**config.mk**
```make
export PLATFORM = sky130hd
export DESIGN_NAME = dcm_reset_sequencer
export DESIGN_NICKNAME = d
export VERILOG_FILES = /design/src/rtl/dcm_seq_pkg.sv /design/src/rtl/sync_2ff.sv /design/src/rtl/dcm_reset_sequencer.sv
export SDC_FILE = /design/constraint.sdc
export NUM_CORES = 1
export LEC_CHECK = 0
export CAP_MARGIN = 10
export CORE_MARGIN = 1
export CORE_UTILIZATION = 51
export CTS_CLUSTER_DIAMETER = 50
export DETAILED_ROUTE_END_ITERATION = 8
export PLACE_DENSITY = 0.76
export SLEW_MARGIN = 20
export SYNTH_ARGS = -nofsm -noshare
export SYNTH_HDL_FRONTEND = slang
export SYNTH_SLANG_ARGS = --single-unit
```
**constraint.sdc**
```tcl
create_clock -name clk_i -period 1.98 [get_ports clk_i]
set_input_delay 0.396 -clock clk_i [delete_from_list [all_inputs] [get_ports clk_i]]
set_output_delay 0.396 -clock clk_i [all_outputs]
set_load 0.01 [all_outputs]
```
**src/rtl/dcm_seq_pkg.sv**
```systemverilog
// Shared encodings for the DCM reset sequencer.
// State codes, status bit positions and counter sizing.
package dcm_seq_pkg;

    typedef enum logic [2:0] {
        DCM_RST   = 3'd0,
        WAIT_LOCK = 3'd1,
        SETTLE    = 3'd2,
        RUN       = 3'd3,
        FAIL      = 3'd4
    } state_e;

    localparam int STAT_CLKIN_STOP = 1;
    localparam int STAT_CLKFX_STOP = 2;
    localparam int SYNC_W          = 3;

    function automatic int cnt_width(input int a, input int b, input int c);
        int m;
        m = a;
        if (b > m) m = b;
        if (c > m) m = c;
        return (m > 1) ? $clog2(m) : 1;
    endfunction

endpackage

```
**src/rtl/sync_2ff.sv**
```systemverilog
// Two-flop synchronizer for asynchronous level inputs.
// Resets to zero so every monitored bit starts "not locked / no fault".
module sync_2ff #(
    parameter int WIDTH = 1
) (
    input  logic             clk_i,
    input  logic             rst_n_i,
    input  logic [WIDTH-1:0] d_i,
    output logic [WIDTH-1:0] q_o
);

    logic [WIDTH-1:0] meta_q;
    logic [WIDTH-1:0] sync_q;
    logic [WIDTH-1:0] meta_d;
    logic [WIDTH-1:0] sync_d;

    always_comb begin
        meta_d = d_i;
        sync_d = meta_q;
    end

    always_ff @(posedge clk_i or negedge rst_n_i) begin
        if (!rst_n_i) begin
            meta_q <= '0;
            sync_q <= '0;
        end else begin
            meta_q <= meta_d;
            sync_q <= sync_d;
        end
    end

    assign q_o = sync_q;

endmodule

```
**src/rtl/dcm_reset_sequencer.sv**
```systemverilog
// Brings up the board DCM and derives the system reset from its lock.
// Runs entirely on the board input clock, independent of DCM outputs.
module dcm_reset_sequencer
    import dcm_seq_pkg::*;
#(
    parameter int RST_CYCLES    = 8,
    parameter int LOCK_TIMEOUT  = 1048575,
    parameter int SETTLE_CYCLES = 1024,
    parameter int MAX_RETRIES   = 15
) (
    input  logic       clk_i,
    input  logic       rst_n_i,
    input  logic       restart_i,
    input  logic       dcm_locked_i,
    input  logic [7:0] dcm_status_i,
    output logic       dcm_rst_o,
    output logic       sys_rst_o,
    output logic       locked_o,
    output logic       fail_o,
    output logic [3:0] retries_o
);

    localparam int CNT_W =
        cnt_width(RST_CYCLES, LOCK_TIMEOUT, SETTLE_CYCLES);

    typedef logic [CNT_W-1:0] cnt_t;

    localparam cnt_t RST_LAST = cnt_t'(RST_CYCLES - 1);
    localparam cnt_t TO_LAST  = cnt_t'(LOCK_TIMEOUT - 1);
    localparam cnt_t SET_LAST = cnt_t'(SETTLE_CYCLES - 1);
    localparam logic [3:0] RETRY_MAX = 4'(MAX_RETRIES);

    logic [SYNC_W-1:0] sync_d;
    logic [SYNC_W-1:0] sync_s;
    logic              lock_s;
    logic              clkin_stop_s;
    logic              clkfx_stop_s;
    logic              dcm_ok;
    logic              unused_status;

    state_e     state_q;
    state_e     state_d;
    cnt_t       cnt_q;
    cnt_t       cnt_d;
    logic [3:0] retries_q;
    logic [3:0] retries_d;
    logic       retry;

    logic dcm_rst_q;
    logic dcm_rst_d;
    logic sys_rst_q;
    logic sys_rst_d;
    logic locked_q;
    logic locked_d;
    logic fail_q;
    logic fail_d;

    assign sync_d = {dcm_status_i[STAT_CLKFX_STOP],
                     dcm_status_i[STAT_CLKIN_STOP],
                     dcm_locked_i};

    assign unused_status = ^{dcm_status_i[7:3], dcm_status_i[0]};

    sync_2ff #(
        .WIDTH(SYNC_W)
    ) u_sync (
        .clk_i  (clk_i),
        .rst_n_i(rst_n_i),
        .d_i    (sync_d),
        .q_o    (sync_s)
    );

    assign lock_s       = sync_s[0];
    assign clkin_stop_s = sync_s[1];
    assign clkfx_stop_s = sync_s[2];
    assign dcm_ok       = lock_s & ~clkin_stop_s & ~clkfx_stop_s;

    always_comb begin
        state_d   = state_q;
        cnt_d     = cnt_q + 1'b1;
        retries_d = retries_q;
        retry     = 1'b0;

        if (restart_i) begin
            state_d   = DCM_RST;
            cnt_d     = '0;
            retries_d = '0;
        end else begin
            unique case (state_q)
                DCM_RST: begin
                    if (cnt_q == RST_LAST) begin
                        state_d = WAIT_LOCK;
                        cnt_d   = '0;
                    end
                end
                WAIT_LOCK: begin
                    // A lock seen on the timeout cycle still wins.
                    if (dcm_ok) begin
                        state_d = SETTLE;
                        cnt_d   = '0;
                    end else if (cnt_q == TO_LAST) begin
                        retry = 1'b1;
                    end
                end
                SETTLE: begin
                    if (!dcm_ok) begin
                        retry = 1'b1;
                    end else if (cnt_q == SET_LAST) begin
                        state_d   = RUN;
                        cnt_d     = '0;
                        retries_d = '0;
                    end
                end
                RUN: begin
                    cnt_d = cnt_q;
                    if (!dcm_ok) begin
                        state_d = DCM_RST;
                        cnt_d   = '0;
                    end
                end
                FAIL: begin
                    cnt_d = cnt_q;
                end
                default: begin
                    state_d = DCM_RST;
                    cnt_d   = '0;
                end
            endcase

            if (retry) begin
                cnt_d = '0;
                if (retries_q != RETRY_MAX) begin
                    retries_d = retries_q + 4'd1;
                end
                state_d = (retries_d == RETRY_MAX) ? FAIL : DCM_RST;
            end
        end

        // Outputs are registered from the next state.
        dcm_rst_d = (state_d == DCM_RST);
        sys_rst_d = (state_d != RUN);
        locked_d  = (state_d == RUN);
        fail_d    = (state_d == FAIL);
    end

    always_ff @(posedge clk_i or negedge rst_n_i) begin
        if (!rst_n_i) begin
            state_q   <= DCM_RST;
            cnt_q     <= '0;
            retries_q <= '0;
            dcm_rst_q <= 1'b1;
            sys_rst_q <= 1'b1;
            locked_q  <= 1'b0;
            fail_q    <= 1'b0;
        end else begin
            state_q   <= state_d;
            cnt_q     <= cnt_d;
            retries_q <= retries_d;
            dcm_rst_q <= dcm_rst_d;
            sys_rst_q <= sys_rst_d;
            locked_q  <= locked_d;
            fail_q    <= fail_d;
        end
    end

    assign dcm_rst_o = dcm_rst_q;
    assign sys_rst_o = sys_rst_q;
    assign locked_o  = locked_q;
    assign fail_o    = fail_q;
    assign retries_o = retries_q;

endmodule

```
# ---- After elaboration in Yosys (flattened, before gate mapping)
# Cells that the tools add are included.
dict set report op_classes {
  add_sub_neg 2
  n_eq_ne 14
  muxes 30
  n_bitwise 4
  n_reduce_logical 3
}
# cell n
set ops {}
lappend ops {{$mux W20} 7}
lappend ops {{$pmux W20 S5} 1}
lappend ops {{$mux W4} 8}
lappend ops {{$mux W3} 8}
lappend ops {{$add A20 B1 Y20 const B} 1}
lappend ops {{$eq A20 B10 Y1 const B} 1}
lappend ops {{$eq A20 B20 Y1 const B} 1}
lappend ops {{$eq A20 B3 Y1 const B} 1}
lappend ops {{$pmux W3 S5} 1}
lappend ops {{$eq A3 B2 Y1 const B} 3}
lappend ops {{$ne A4 B4 Y1 const B} 2}
lappend ops {{$eq A3 B3 Y1 const B} 2}
lappend ops {{$logic_not A3 Y1} 2}
lappend ops {{$add A4 B1 Y4 const B} 1}
lappend ops {{$eq A4 B4 Y1 const B} 1}
lappend ops {{$mux W1} 4}
lappend ops {{$eq A3 B1 Y1 const B} 1}
lappend ops {{$ne A3 B2 Y1 const B} 1}
lappend ops {{$ne A3 B3 Y1 const B} 1}
lappend ops {{$and A1 B1 Y1} 2}
lappend ops {{$not A1 Y1} 2}
lappend ops {{$pmux W1 S2} 1}
lappend ops {{$reduce_and A2 Y1} 1}
dict set report word_totals {
  register_bits 37
  in_bits 12
  out_inout_bits 8
  elab_cells 62
}

# ---- Logic depth before layout (Yosys ltp)
dict set report logic_depth {
  depth_word 13
  depth_mapped 9
  mapped_depth_nobuf 8
}

# ---- Modules after synthesis
# From an unflattened synthesis, not the netlist that was laid out.
dict set report hier_totals {
  cells_unflattened 212
  area_unflattened_um2 2037.0
}
# module instances cells_each area_each_um2 seq_area_each_um2
set modules_own_cells {}
lappend modules_own_cells {dcm_reset_sequencer 1 206 1886.8 778.2}
lappend modules_own_cells {sync_2ff 1 6 150.1 150.1}

# ---- Least setup slack after synthesis
# No wires, ideal clock.
dict set report synth_timing {
  path_type {register -> register}
  startpoint {reg cnt_q[0]}
  endpoint {reg cnt_q[11]}
  setup_time_ns 0.132
  arrival_ns 1.916
  path_slack_ns -0.068
  stages_incl_launch_ff 10
  n_path_buf 1
  cell_sequence {dfrtp_1 > inv_1 > ha_1 > nand2_1 > or4b_1 > o211ai_4 > nor3_4 > buf_6 > a41oi_2 > a31oi_1}
}
dict set report synth_via {
  elab_chain_len 7
}
# element line_no
set synth_lines {}
lappend synth_lines {{start: declaration} dcm_reset_sequencer.sv:43} ;# cnt_t cnt_q;
lappend synth_lines {{start signal: assignment} dcm_reset_sequencer.sv:157} ;# cnt_q <= cnt_d;
lappend synth_lines {{parallel branches: the longest is 7 deep, another holds $add A20 B1 Y20} -}
# Several ways; the timed one is not identified. The select of a mux whose other input is x is not followed.
# A chain may end at the register's enable or synchronous reset.

# ---- Final worst setup path
dict set report layout_timing {
  startpoint {reg cnt_q[0]}
  endpoint {reg dcm_rst_q, in the netlist dcm_rst_o}
}
dict set report layout_via {
  elab_chain_len 12
}
# element line_no
set layout_lines {}
lappend layout_lines {{$eq A20 B10 Y1} dcm_reset_sequencer.sv:108} ;# end else if (cnt_q == SET_LAST) begin
lappend layout_lines {{$mux W4} dcm_reset_sequencer.sv:108}
lappend layout_lines {{$mux W4} dcm_reset_sequencer.sv:106} ;# if (!dcm_ok) begin
lappend layout_lines {{$mux W4} dcm_reset_sequencer.sv:89} ;# unique case (state_q)
lappend layout_lines {{$mux W4} dcm_reset_sequencer.sv:132} ;# if (retries_q != RETRY_MAX) begin
lappend layout_lines {{$mux W4} dcm_reset_sequencer.sv:130} ;# if (retry) begin
lappend layout_lines {{$mux W4} dcm_reset_sequencer.sv:84} ;# if (restart_i) begin
lappend layout_lines {{$eq A4 B4 Y1} dcm_reset_sequencer.sv:135} ;# state_d = (retries_d == RETRY_MAX) ? FAIL : DCM_RST;
lappend layout_lines {{$mux W3} dcm_reset_sequencer.sv:135}
lappend layout_lines {{$mux W3 *} dcm_reset_sequencer.sv:130}
lappend layout_lines {{$mux W3 *} dcm_reset_sequencer.sv:84}
lappend layout_lines {{via state_d[2]} dcm_reset_sequencer.sv:42} ;# state_e state_d;
lappend layout_lines {{$logic_not A3 Y1 *} dcm_reset_sequencer.sv:140} ;# dcm_rst_d = (state_d == DCM_RST);
lappend layout_lines {{via dcm_rst_d} dcm_reset_sequencer.sv:50} ;# logic dcm_rst_d;
lappend layout_lines {{end signal: assignment} dcm_reset_sequencer.sv:159} ;# dcm_rst_q <= dcm_rst_d;
lappend layout_lines {{end: declaration} dcm_reset_sequencer.sv:49} ;# logic dcm_rst_q;
# Mark *: on every way through the listed nets, which the timed path passes. The rest lies on a longest branch. The select of a mux whose other input is x is not followed.

==> results.yml <==
floorplan:
  die-area_um2: 4140
  initial_core_util_pct: 53.7
  die_y_um: 64.3
  die_w_um: 64.3
  num_io_pins: 20
  coreArea_um2: 3690
  rows: 22
clock_tree:
  tritoncts.num_buffers: 5
  htreeDepth: 2
  cts-hold-fix-buffers: 0
  cts_tree: "built"
  cts-root-buf: "clkbuf_8"
  clock_path_buffers: 2
  clk_pin_slew_worst_paths_ns: 0.08
  clock_latency_ns: 0.30
  cts_sinks: 37
logic_synthesis:
  synth_fp_nets: 227
  synth_area_um2: 1980
  yosysTopAreaCell: "dfrtp_1"
  ys_seq_elements: 37
  synth_seq_area_share_pct: 46.9
  synthArstFlopShare_pct: 100
  synth_cells: 212
  ys_top_cells_by_count: "35 x dfrtp_1, 23 x nand2_1, 18 x nor2_1, 17 x nand3_1, 15 x a21oi_1"
  synth_edf_count: 0
  synth_top_area_share_pct: 44.2
  synth_cell_types: 50
  synthTopCellsByArea: "dfrtp_1 44%, nand2_1 4.4%, nand3_1 4.3%"
  yosysMostFrequentCell: "dfrtp_1"
  yosysWarnings: 0
  synth_top_flop_cell: "dfrtp_1"
  syn_avg_cell_area_um2: 9.34
finish:
  drive_gt1_share_pct: 41.9
  final_cells: 325
  n_antenna_cell: 0
  area_growth_syn_to_layout_pct: 44.3
  final_nets: 291
  final_core_util_pct: 77.5
timing:
  setup_viol_count_final: 19
  slew_viol_final: 0
  period_minus_slack_ns: 2.17
  rsz0062_at_grt: "yes"
  tightest_slew_ns: 0.459
  fin_crit_sh_pct: 110
  fmax_ghz: 0.461
  tns_ns: -1.49
  slew_headroom_pct: 69.4
  final.setup.worst_slack_ns: -0.190
  hold_viol: 0
  finClkSkew_ns: 0.00617
route:
  wl_met3_um: 167
  wirelength_um: 5120
  wl_per_cell_um: 15.8
  first_iter_violations: 93
  detail_route.vias_per_cell: 5.81
  vias: 1887
  top_layer: "met4"
  wl_met1_um: 2200
  ant_nets: 0
  first_pass_iters: 4
  wl_met2_um: 2550
  drcViolationCount: 0
pwr:
  power.switching_w: 0.000439
  pwr-share-seq_pct: 52.2
  p_leak_nw: 1.18
  power.density_nw_per_um2: 550
  pwr-share-clk_pct: 35.8
  switching_share_pct: 27.9
  irDropWorstVdd_v: 0.000517
  power_w: 0.00157
  internal_power_w: 0.00113
  p_comb_share_pct: 12.0
setup_path:
  cp.required_ns: 2.21
  critPathKind: "reg -> reg"
  r2r_start: "cnt_q[0]"
  reg2reg_to: "dcm_rst_o"
  rrSetupSlack_ns: -0.19
  arrival_ns: 2.40
  cp-start-kind: "flop"
  crit_fanout: 4
  reg2reg_depth: 9
  end_kind: "flop"
run_status:
  violations: "setup timing"
  status: "finished with violations"
placement:
  dp_hpwl_um: 3270
  dp_cells: 312
  gp_congestion: 0.914
  port_buffers: 13
global_routing:
  grt-ovfl-total: 0
  antenna_found_initial: 0
  grt_usage_pct: 24.4
  grt_max_degree: 38
  grt_pass1_vias: 1786
  grt_pass1_wl_um: 7580
worst_hold_path:
  hold_path_class: "in -> async"
job:
  maxCapViolCount: 0
## through the flow
stage / instance area (um2) / setup slack, ns / hold slack (ns)
2_1_floorplan: 2000 / -0.0283 / 0.100
3_3_place_gp: 2490 / -0.0858 / 0.336
3_5_place_dp: 2490 / -0.122 / 0.336
4_1_cts: 2630 / -0.139 / 0.131
5_1_grt: 2860 / -0.231 / 0.166
6_report: 2860 / -0.190 / 0.118
## final cells by class
cell class / count / area, um2
Multi-Input combinational cell: 158 / 1180
Sequential cell: 37 / 933
Fill cell: 237 / 830
Timing Repair Buffer: 64 / 542
Clock buffer: 5 / 68.8
Tap cell: 48 / 60.1
Inverter: 10 / 45.0
Clock inverter: 3 / 25.0
## worst max path at each step
stage	start	end	slack [ns]	cells past startpoint
after global routing	cnt_q[14]	dcm_rst_o	-0.23	6
after floorplan	cnt_q[0]	sys_rst_o	-0.03	8
final	cnt_q[0]	dcm_rst_o	-0.19	9
after CTS	cnt_q[0]	cnt_q[12]	-0.14	9
after detailed placement	cnt_q[0]	cnt_q[3]	-0.12	9
after global placement	cnt_q[0]	cnt_q[12]	-0.09	9
## logic make-up after synthesis
| logic type | after synthesis | synth area share [%] |
|---|---|---|
| muxes | 1 | 0.505 |
| xor gates and xnor gates | 6 | 2.65 |
| AOI/OAI and AO/OA | 53 | 18.0 |
| adders and majority gates | 3 | 1.90 |
| buffers and inverters | 17 | 4.17 |
| DFF | 37 | 46.9 |
| and+or+nand+nor | 95 | 25.9 |
## timing repair
action                                  CTS  global route
gates cloned                              0             1
setup buffers                             3             3
resized for setup                         8            59
pin swaps                                 5            15
endpoints found under the setup margin   30            30
endpoints found under the hold margin     0             0
## worst max-delay path, cell delays in order, from the launching register on
cell	delay, ns
dfrtp_2	0.43
inv_2	0.08
ha_4	0.14
nand2_2	0.06
or4b_4	0.52
buf_6	0.14
o21ai_4	0.22
o2111ai_4	0.16
o21ai_2	0.25
nor3_2	0.08
## cell usage in the layout, fill, tap and decap left out, drive strengths merged, types with 12 or more instances in the layout
cell type / n
nor2: 18
buf: 52
a21oi: 17
clkdlybuf4s50: 12
nand2: 23
o21ai: 16
dfrtp: 35
nand3: 17
inv: 12
## power by group through the flow
stage / Clock, W / Sequential, W / Combinational, W
final: 0.000564 / 0.000821 / 0.000189
after global routing: 0.000604 / 0.000825 / 0.000206
after CTS: 0.000584 / 0.000811 / 0.000149
after detailed placement: 0 / 0.000825 / 0.000144
after global placement: 0 / 0.000823 / 0.000141
after floorplan: 0 / 0.000806 / 0.0000911
## metal layers
| layer | up-vias | GRT usage (%) |
|---|---|---|
| li1 | 898 | - |
| met5 | - | 0 |
| met4 | 0 | 10.0 |
| met1 | 922 | 29.7 |
| met3 | 17 | 5.54 |
| met2 | 50 | 41.3 |
## sequential cells by signal (all words and copies together), names as in the netlist
signal and flops:
dcm_rst_o 1, fail_o 1, state_q 3, sys_rst_o 1
retries_o 4, u_sync.meta_q 3, locked_o 1, u_sync.q_o 3
cnt_q 20
Power figures use the tool's default switching activity.
